<file path="src/rtl/clock_set_ctrl.sv">
`default_nettype none
// ============================================================================
// Module   : clock_set_ctrl
// Purpose  : Front end of the time/date counter. Conditions the three raw
//            push buttons (synchronise, debounce, auto-repeat), runs the
//            field-edit state machine, generates the 1 Hz advance tick and
//            issues one-cycle inc/dec commands for the selected field.
// Ports    : clk            - system clock
//            rst_n          - asynchronous active-low reset
//            butt_increase  - raw button, active-low, asynchronous
//            butt_decrease  - raw button, active-low, asynchronous
//            butt_change    - raw button, active-low, asynchronous
//            mode           - 0 time view, 1 date view (synchronous level)
//            tick_1hz       - one-cycle pulse every CLK_HZ cycles (IDLE only)
//            edit_active    - 1 while a field is being edited
//            field_sel[2:0] - 0 none,1 hour,2 min,3 sec,4 day,5 month,6 year
//            inc_pulse      - one-cycle increment for field_sel
//            dec_pulse      - one-cycle decrement for field_sel
//            blink_on       - display gate for the selected field (1 = show)
// Revision : 1.0 - initial release
// ============================================================================
module clock_set_ctrl #(
  parameter int unsigned CLK_HZ           = 50_000_000,
  parameter int unsigned DEBOUNCE_CYC     = 1_000_000,
  parameter int unsigned REPEAT_DELAY_CYC = 25_000_000,
  parameter int unsigned REPEAT_RATE_CYC  = 5_000_000,
  parameter int unsigned BLINK_CYC        = 12_500_000,
  parameter int unsigned EDIT_TIMEOUT_CYC = 500_000_000
) (
  input  logic       clk,
  input  logic       rst_n,
  input  logic       butt_increase,
  input  logic       butt_decrease,
  input  logic       butt_change,
  input  logic       mode,
  output logic       tick_1hz,
  output logic       edit_active,
  output logic [2:0] field_sel,
  output logic       inc_pulse,
  output logic       dec_pulse,
  output logic       blink_on
);

  localparam int unsigned DB_W   = $clog2(DEBOUNCE_CYC + 1);
  localparam int unsigned RP_MAX = (REPEAT_DELAY_CYC > REPEAT_RATE_CYC) ?
                                   REPEAT_DELAY_CYC : REPEAT_RATE_CYC;
  localparam int unsigned RP_W   = $clog2(RP_MAX + 1);
  localparam int unsigned PS_W   = $clog2(CLK_HZ + 1);
  localparam int unsigned BL_W   = $clog2(BLINK_CYC + 1);

  localparam logic [DB_W-1:0] DB_LAST    = DB_W'(DEBOUNCE_CYC - 1);
  localparam logic [DB_W-1:0] DB_ONE     = DB_W'(1);
  localparam logic [RP_W-1:0] DELAY_LAST = RP_W'(REPEAT_DELAY_CYC - 1);
  localparam logic [RP_W-1:0] RATE_LAST  = RP_W'(REPEAT_RATE_CYC - 1);
  localparam logic [RP_W-1:0] RP_ONE     = RP_W'(1);
  localparam logic [PS_W-1:0] PS_LAST    = PS_W'(CLK_HZ - 1);
  localparam logic [PS_W-1:0] PS_ONE     = PS_W'(1);
  localparam logic [BL_W-1:0] BL_LAST    = BL_W'(BLINK_CYC - 1);
  localparam logic [BL_W-1:0] BL_ONE     = BL_W'(1);

  typedef enum logic [2:0] {
    IDLE    = 3'd0,
    E_HOUR  = 3'd1,
    E_MIN   = 3'd2,
    E_SEC   = 3'd3,
    E_DAY   = 3'd4,
    E_MONTH = 3'd5,
    E_YEAR  = 3'd6
  } state_t;

  state_t          state_q, state_d;
  logic            inc_q, inc_d;
  logic            dec_q, dec_d;
  logic            tick_q, tick_d;
  logic [PS_W-1:0] ps_q, ps_d;
  logic            blink_q, blink_d;
  logic [BL_W-1:0] blink_cnt_q, blink_cnt_d;
  logic            mode_q;

  // Index 0 = increase, 1 = decrease, 2 = change.
  logic [2:0] raw;
  logic [2:0] sync_pressed;   // synchronised sample, 1 = pressed
  logic [2:0] level_pressed;  // debounced level, 1 = pressed
  logic [2:0] press_evt;      // released->pressed acceptance (combinational)
  logic [2:0] btn_evt;        // press or auto-repeat events
  logic       clash;
  logic       any_evt;
  logic       mode_chg;
  logic       timeout_hit;

  assign raw = {butt_change, butt_decrease, butt_increase};

  // ---------------------------------------------------------------------------
  // Synchroniser + debounce. The level only moves after DEBOUNCE_CYC equal
  // synced samples that differ from it; the press event is raised in the
  // cycle the new level is accepted, so it takes effect at the same edge.
  // ---------------------------------------------------------------------------
  generate
    for (genvar b = 0; b < 3; b++) begin : g_btn
      logic            s1_q, s2_q, lvl_q;
      logic [DB_W-1:0] cnt_q;
      logic            differ, accept;

      assign differ           = (s2_q != lvl_q);
      assign accept           = differ && (cnt_q == DB_LAST);
      assign press_evt[b]     = accept && !s2_q;
      assign sync_pressed[b]  = !s2_q;
      assign level_pressed[b] = !lvl_q;

      always_ff @(posedge clk or negedge rst_n) begin
        if (!rst_n) begin
          s1_q  <= 1'b1;
          s2_q  <= 1'b1;
          lvl_q <= 1'b1;
          cnt_q <= '0;
        end else begin
          s1_q <= raw[b];
          s2_q <= s1_q;
          if (accept) begin
            lvl_q <= s2_q;
            cnt_q <= '0;
          end else if (differ) begin
            cnt_q <= cnt_q + DB_ONE;
          end else begin
            cnt_q <= '0;
          end
        end
      end
    end
  endgenerate

  // ---------------------------------------------------------------------------
  // Auto-repeat for increase/decrease. Phase 0 waits the initial delay,
  // phase 1 runs at the repeat rate. Repeats are gated by the synced sample
  // as well as the debounced level so that no extra event slips out while
  // the release is still being debounced.
  // ---------------------------------------------------------------------------
  assign clash = btn_evt[0] && btn_evt[1];

  generate
    for (genvar b = 0; b < 2; b++) begin : g_rep
      logic [RP_W-1:0] rep_cnt_q;
      logic            rep_phase_q;
      logic            rep_fire;

      assign rep_fire   = level_pressed[b] && sync_pressed[b] &&
                          (rep_cnt_q == (rep_phase_q ? RATE_LAST : DELAY_LAST));
      assign btn_evt[b] = press_evt[b] || rep_fire;

      always_ff @(posedge clk or negedge rst_n) begin
        if (!rst_n) begin
          rep_cnt_q   <= '0;
          rep_phase_q <= 1'b0;
        end else if (press_evt[b] || clash || !level_pressed[b]) begin
          rep_cnt_q   <= '0;
          rep_phase_q <= 1'b0;
        end else if (rep_fire) begin
          rep_cnt_q   <= '0;
          rep_phase_q <= 1'b1;
        end else begin
          rep_cnt_q <= rep_cnt_q + RP_ONE;
        end
      end
    end
  endgenerate

  assign btn_evt[2] = press_evt[2];
  assign any_evt    = |btn_evt;
  assign mode_chg   = (mode != mode_q);

  // ---------------------------------------------------------------------------
  // Edit inactivity timeout; a zero setting removes it entirely.
  // ---------------------------------------------------------------------------
  generate
    if (EDIT_TIMEOUT_CYC > 0) begin : g_timeout_on
      localparam int unsigned     TO_W    = $clog2(EDIT_TIMEOUT_CYC + 1);
      localparam logic [TO_W-1:0] TO_LAST = TO_W'(EDIT_TIMEOUT_CYC - 1);
      localparam logic [TO_W-1:0] TO_ONE  = TO_W'(1);
      logic [TO_W-1:0] to_cnt_q;

      assign timeout_hit = (state_q != IDLE) && !any_evt && (to_cnt_q == TO_LAST);

      always_ff @(posedge clk or negedge rst_n) begin
        if (!rst_n) begin
          to_cnt_q <= '0;
        end else if ((state_q == IDLE) || any_evt || timeout_hit) begin
          to_cnt_q <= '0;
        end else begin
          to_cnt_q <= to_cnt_q + TO_ONE;
        end
      end
    end else begin : g_timeout_off
      assign timeout_hit = 1'b0;
    end
  endgenerate

  // ---------------------------------------------------------------------------
  // Field-edit FSM. Exit conditions (mode change, timeout) win over button
  // events; a change event wins over a simultaneous inc/dec.
  // ---------------------------------------------------------------------------
  always_ff @(posedge clk or negedge rst_n) begin
    if (!rst_n) begin
      state_q <= IDLE;
      inc_q   <= 1'b0;
      dec_q   <= 1'b0;
      mode_q  <= 1'b0;
    end else begin
      state_q <= state_d;
      inc_q   <= inc_d;
      dec_q   <= dec_d;
      mode_q  <= mode;
    end
  end

  always_comb begin
    state_d = state_q;
    inc_d   = 1'b0;
    dec_d   = 1'b0;
    if (state_q == IDLE) begin
      if (btn_evt[2]) begin
        state_d = mode ? E_DAY : E_HOUR;
      end
    end else if (mode_chg || timeout_hit) begin
      state_d = IDLE;
    end else if (btn_evt[2]) begin
      case (state_q)
        E_HOUR:  state_d = E_MIN;
        E_MIN:   state_d = E_SEC;
        E_SEC:   state_d = IDLE;
        E_DAY:   state_d = E_MONTH;
        E_MONTH: state_d = E_YEAR;
        E_YEAR:  state_d = IDLE;
        default: state_d = IDLE;
      endcase
    end else begin
      inc_d = btn_evt[0] && !btn_evt[1];
      dec_d = btn_evt[1] && !btn_evt[0];
    end
  end

  // ---------------------------------------------------------------------------
  // 1 Hz prescaler: frozen at 0 while editing so the first tick after exit
  // lands exactly CLK_HZ cycles later. The tick is also masked on the entry
  // edge so it never coincides with edit_active.
  // ---------------------------------------------------------------------------
  always_comb begin
    ps_d   = '0;
    tick_d = 1'b0;
    if (state_q == IDLE) begin
      ps_d   = (ps_q == PS_LAST) ? '0 : ps_q + PS_ONE;
      tick_d = (ps_q == PS_LAST) && (state_d == IDLE);
    end
  end

  // Blink restarts high on every field entry/change.
  always_comb begin
    blink_d     = blink_q;
    blink_cnt_d = '0;
    if (state_d == IDLE) begin
      blink_d = 1'b0;
    end else if (state_d != state_q) begin
      blink_d = 1'b1;
    end else if (blink_cnt_q == BL_LAST) begin
      blink_d = !blink_q;
    end else begin
      blink_cnt_d = blink_cnt_q + BL_ONE;
    end
  end

  always_ff @(posedge clk or negedge rst_n) begin
    if (!rst_n) begin
      ps_q        <= '0;
      tick_q      <= 1'b0;
      blink_q     <= 1'b0;
      blink_cnt_q <= '0;
    end else begin
      ps_q        <= ps_d;
      tick_q      <= tick_d;
      blink_q     <= blink_d;
      blink_cnt_q <= blink_cnt_d;
    end
  end

  assign tick_1hz    = tick_q;
  assign edit_active = (state_q != IDLE);
  assign field_sel   = state_q;
  assign inc_pulse   = inc_q;
  assign dec_pulse   = dec_q;
  assign blink_on    = blink_q;

endmodule
`default_nettype wire

</file>
<file path="config.mk">
export PLATFORM = sky130hd
export DESIGN_NAME = clock_set_ctrl
export DESIGN_NICKNAME = d
export VERILOG_FILES = /design/src/rtl/clock_set_ctrl.sv
export SDC_FILE = /design/constraint.sdc
export NUM_CORES = 1
export LEC_CHECK = 0
export CAP_MARGIN = 30
export CORE_MARGIN = 5
export CORE_UTILIZATION = 45
export DETAILED_ROUTE_END_ITERATION = 12
export PLACE_DENSITY = 0.66
export SYNTH_ARGS = -nofsm -noshare
export SYNTH_HDL_FRONTEND = slang
export SYNTH_SLANG_ARGS = --single-unit
</file>
<file path="constraint.sdc">
create_clock -name clk -period 2.4 [get_ports clk]
set_input_delay 0.36 -clock clk [delete_from_list [all_inputs] [get_ports clk]]
set_output_delay 0.36 -clock clk [all_outputs]
set_load 0.02 [all_outputs]
</file>
Word level (Yosys, flattened, before mapping)
Index checks and enable logic that the tools add are counted.

operators by class
  add/sub/neg operators = 8
  equality and inequality tests = 17
  mux-type cells = 38
  reductions and logical operators = 41

operator list
  cell                                                              number
  25-bit 2-to-1 mux                                                 6
  20-bit 2-to-1 mux                                                 6
  24-bit 2-to-1 mux                                                 3
  20-bit by 1-bit adder with 20-bit output (second input constant)  3
  20-bit equality test (second input constant)                      3
  26-bit 2-to-1 mux                                                 2
  25-bit by 1-bit adder with 25-bit output (second input constant)  2
  25-bit equality test                                              2
  29-bit by 1-bit adder with 29-bit output (second input constant)  1
  29-bit equality test (second input constant)                      1
  29-bit 2-to-1 mux                                                 1
  26-bit by 1-bit adder with 26-bit output (second input constant)  1
  26-bit equality test (second input constant)                      1
  24-bit by 1-bit adder with 24-bit output (second input constant)  1
  24-bit equality test (second input constant)                      1
  1-bit logical AND                                                 16
  3-bit 2-to-1 mux                                                  5
  1-bit 2-to-1 mux                                                  14
  3-bit one-hot mux with 4 select lines                             1
  1-bit zero test                                                   9
  1-bit logical OR                                                  9
  3-bit equality test (second input constant)                       2
  3-bit zero test                                                   2
  3-bit nonzero test                                                2
  6 further kinds                                                   10

word-level totals
  bits in registers = 208
  input bits = 6
  output and inout port bits = 8
  logic and storage cells = 129

Depth between registers and ports, before layout
Gate-level depths: netlist (run 1).

  depth after elaboration = 14
  mapped depth = 10
  mapped depth without buffers = 8

Least setup slack after synthesis (run 1)
OpenSTA, ideal clock, no wires.

  path type = flip-flop to flip-flop
  start point = reg g_btn[1].lvl_q
  end point = reg g_timeout_on.to_cnt_q[18]
  library setup time = 0.119 ns
  data arrival time = 2.440 ns
  required time = 2.281 ns
  slack = -0.159 ns
  cell stages (with the launch flop) = 11
  path buffers = 2
  period minus slack after synthesis = 2.559 ns
  path through = dfstp_2 -> inv_1 -> ha_1 -> nand3_1 -> or4_1 -> or4_1 -> o21ai_4 -> or4_1 -> buf_4 -> buf_6 -> nor2_1

on the way
  word-level cells in the longest chain between the ends = 10
  elaborated cells on any way between the ends = 14
  those cells by class = eq/ne: 1; mux: 1; reduce/logical: 12

ends and longest elaborated chain
  item                                                             RTL line  text
  start, declared                                                  100       logic s1_q, s2_q, lvl_q;
  start signal, assigned                                           120       lvl_q <= s2_q;
  1-bit inequality test / 1-bit zero test (equally long branches)  104, 108
  1-bit logical AND (on tied branches)                             105, 146
  1-bit logical AND (on tied branches)                             106, 146
  1-bit logical OR *                                               148       assign btn_evt[b] = press_evt[b] || rep_fire;
  3-bit OR reduction *                                             168       assign any_evt = |btn_evt;
  1-bit zero test                                                  181       assign timeout_hit = (state_q != IDLE) && !any_evt && (to_cnt_q == TO_LAST);
  1-bit logical AND (2 in series)                                  181
  1-bit logical OR *                                               186       end else if ((state_q == IDLE) || any_evt || timeout_hit) begin
  29-bit 2-to-1 mux *                                              186
  end signal, assigned                                             189       to_cnt_q <= to_cnt_q + TO_ONE;
  end, declared                                                    179       logic [TO_W-1:0] to_cnt_q;

Mark *: on every way between the ends. The rest lies on a longest branch, timed or not.
A chain may end at the register's enable or synchronous reset.

Worst setup path after layout (run 1)
  start point = reg g_btn[1].lvl_q
  end point = reg g_rep[1].rep_cnt_q[14]

on the way
  word-level cells in the longest chain between the ends = 8
  elaborated cells on any way between the ends = 12
  those cells by class = eq/ne: 1; mux: 2; reduce/logical: 9

ends and longest elaborated chain
  item                                                             RTL line  text
  1-bit inequality test / 1-bit zero test (equally long branches)  104, 108
  1-bit logical AND (on tied branches)                             105, 146
  1-bit logical AND (on tied branches)                             106, 146
  1-bit logical OR                                                 148
  1-bit logical AND                                                138       assign clash = btn_evt[0] && btn_evt[1];
  1-bit logical OR (2 in series)                                   154       end else if (press_evt[b] || clash || !level_pressed[b]) begin
  25-bit 2-to-1 mux *                                              154
  end signal, assigned                                             161       rep_cnt_q <= rep_cnt_q + RP_ONE;
  end, declared                                                    142       logic [RP_W-1:0] rep_cnt_q;

Marked as above.

==> results of run 1 <==
worst min-delay path by stage:
stage | cells after the start | to
6_report | 1 | g_btn[1].s1_q
2_1_floorplan | 0 | blink_cnt_q[0]
3_3_place_gp | 0 | g_btn[2].s2_q
3_5_place_dp | 0 | g_btn[2].s2_q
5_1_grt | 1 | g_btn[1].s1_q
4_1_cts | 1 | g_btn[1].s1_q
state kept, by name, summed over array words and instances (netlist names), 2 cells and up:
register	count
field_sel	3
g_btn.s2_q	3
g_rep.rep_phase_q	2
g_btn.lvl_q	3
g_btn.s1_q	3
g_timeout_on.to_cnt_q	29
ps_q	26
g_btn.cnt_q	60
blink_cnt_q	24
g_rep.rep_cnt_q	50
cell families after synthesis:
logic type	count (synthesis)	share of synthesized area, %
XOR/XNOR	177	15.3
adder cells (fa/ha/maj)	10	1.23
buffers and inverters	54	2.42
flip-flops	208	51.5
AO/OA/AOI/OAI	17	1.20
AND/OR/NAND/NOR	571	27.8
multiplexers	5	0.568
power breakdown:
group / switching, mW / internal [mW] / total (mW)
Clock: 1.41 / 2.51 / 3.92
Combinational: 0.183 / 0.131 / 0.314
Sequential: 0.0724 / 3.59 / 3.66
Total: 1.66 / 6.24 / 7.90
cell usage in the layout (no fill, tap or decap), types with 18 or more instances in the layout:
master / count
and3_1: 38
nor2_2: 22
nand4_1: 37
nand2_1: 83
nor2_4: 43
nor3_1: 18
clkbuf_16: 27
xor2_1: 99
nand3_1: 77
xnor2_1: 78
nor2_1: 158
buf_4: 155
inv_1: 21
dfrtp_1: 199
worst register-to-register path: stages (launching register included):
cell	delay [ns]
dfstp_2	0.54
inv_2	0.05
ha_4	0.26
nand3_2	0.06
or4_4	0.41
or4_4	0.46
o21ai_4	0.10
buf_6	0.13
nand2b_4	0.17
buf_12	0.13
buf_16	0.12
nor2_2	0.05
metrics by stage:
stage                     TNS, ns  power [mW]  utilization (%)
after global routing       -17.18        8.22             60.1
after floorplan                 0        3.87                -
after global placement     -16.25        4.03             52.6
final                       -9.83        7.90             60.1
after detailed placement   -10.61        4.04             52.6
after CTS                   -9.79        8.00             57.8
metal layers:
| layer | up-vias | routed length (um) | track usage, % |
|---|---|---|---|
| met5 | - | 0 | 0 |
| met4 | 0 | 497 | 4.89 |
| met3 | 42 | 520 | 2.61 |
| met2 | 82 | 10800 | 29.1 |
| met1 | 3794 | 9920 | 21.5 |
| li1 | 3903 | - | - |
what timing repair did:
item,CTS,global route
hold endpoints to repair,56,0
pin swaps,16,54
hold buffers,1,0
endpoints found under the setup margin,71,111
gates resized for setup,35,121
setup buffers,7,7
cloned,5,2
final cells by class:
class,count,area [sq um]
Fill cell,1819,8940
Sequential cell,208,5220
Multi-Input combinational cell,780,5210
Timing Repair Buffer,194,1750
Clock buffer,36,727
Tap cell,285,357
Clock inverter,8,140
Inverter,25,93.8
==> impl_metrics.toml, run 1 <==
[floorplan]
initial_core_util_pct = 45.2
boundaryPins = 14
core-area_sq_um = 22400
die_x_um = 160
rows = 55
dieHeight_um = 160
die_area_sq_um = 25600

[synth]
ys_seq_elements = 208
async_reset_ff_share_pct = 100
synth-seq-area-share_pct = 51.5
syn-mean-instance-area_sq_um = 9.73
synth_cell_type_count = 50
synthTopCellsByArea = "dfrtp_1, xor2_1, nor2_1"
yosysMostFrequentCell = "nor2_1"
synth.cell_area_sq_um = 10100
syn_inst = 1042
yosys.area.top_type_share_pct = 49.1
synth_edf_count = 0
synth_ff_type = "dfrtp_1"
synth_top_area_cell = "dfrtp_1"
synthTopCellsByCount = "nor2_1, dfrtp_1, xor2_1, nand2_1"
yosysWarnings = 0
syn_nets = 1058

[detailed_routing]
dr.pass1.iters = 6
via_per_inst = 5.09
wl_per_cell_um = 14.2
drt-initial-drc-count = 338
postRouteWirelength_um = 21800
ant_nets = 0
via_count = 7821
drcViolationCount = 0

[worst_setup_path]
endpoint = "g_rep[1].rep_cnt_q[14]"
startpoint_type = "flip-flop"
cpMaxStageDelayCell = "dfstp_2"
crit_chain = "inv_2 > ha_4 > nand3_2 > or4_4 > or4_4 > o21ai_4 > buf_6 > nand2b_4 > buf_12 > buf_16 > nor2_2"
rrSetupSlack_ns = -0.21
crit_required_ns = 2.79
r2r_end = "g_rep[1].rep_cnt_q[14]"
critPathTopFamily = "simple AND/OR/NAND/NOR gates"
crit_fanout = 6
crit_type = "reg2reg"
cpPeakStageDelay_ns = 0.54
timing.critical_path.buf_inv = 4
cp_num_cells = 11
cp-startpoint = "g_btn[1].lvl_q"
arrival_ns = 3.00
r2r-start = "g_btn[1].lvl_q"
cpMostUsedCell = "or4_4"
endpoint_kind = "flip-flop"
r2r_cells = 11

[grt]
grt_pass1_vias = 8045
grt_overflow = 0
grt_max_degree = 62
grtUsageTotal_pct = 16.7
antenna_found_initial = 0
grt_pass1_wl_um = 37000

[worst_hold_path]
min_path_type = "in2reg"
min-delay-start = "butt_decrease"

[cells_and_area]
syn_to_final_growth_pct = 33.1
antennaDiodeCount = 0
drive_gt1_share_pct = 26.9
finalInstanceArea_sq_um = 13500
fin_cells = 1536
layout.nets = 1249

[timing]
finalMaxSlewViolations = 0
fin_crit_sh_pct = 109
fmax_mhz = 383
hold_ws_ns = 0.258
setup_violations = 92
relSlewSlack_pct = 59.6
min_period_ns = 2.61
timing.final.ws_setup_ns = -0.210
grt_setup_unrepaired = "yes"
hold_viol = 0
worst_pin_slew_ns = 0.601
skew_ns = 0.00879

[clock_tree]
cts_made_buffers = 24
ctsRootBufferMaster = "clkbuf_16"
cts_tree = "done"
htreeDepth = 1
cts_sinks = 208
path_clk_slew_ns = 0.06
clkLatencyLatePin_ns = 0.51
cts_buffer_depth = 3

[power_and_ir_drop]
irDropWorstVdd_mv = 0.541
p_per_area_nw_per_um2 = 586
p_leak_nw = 5.86

[place]
dp.cells = 1473
dpl_cell_area_sq_um = 11800
gp_congestion = 0.764
dpl.hpwl_um = 13600
dp_slack_ns = -0.204
io_buffers = 13

[run_status]
violations = "setup timing"
status = "finished, violations left"

[flow_run]
drv_cap = 0
(Power assumes the default switching activity.)
==> run 2: changes to the inputs <==
--- a/config.mk
+++ b/config.mk
@@ -10,6 +10,7 @@
 export CORE_UTILIZATION = 45
 export DETAILED_ROUTE_END_ITERATION = 12
 export PLACE_DENSITY = 0.66
+export SLEW_MARGIN = 20
 export SYNTH_ARGS = -nofsm -noshare
 export SYNTH_HDL_FRONTEND = slang
 export SYNTH_SLANG_ARGS = --single-unit
==> results of run 2 <==
Final layout, timing and power as in run 1 (identical DEF).
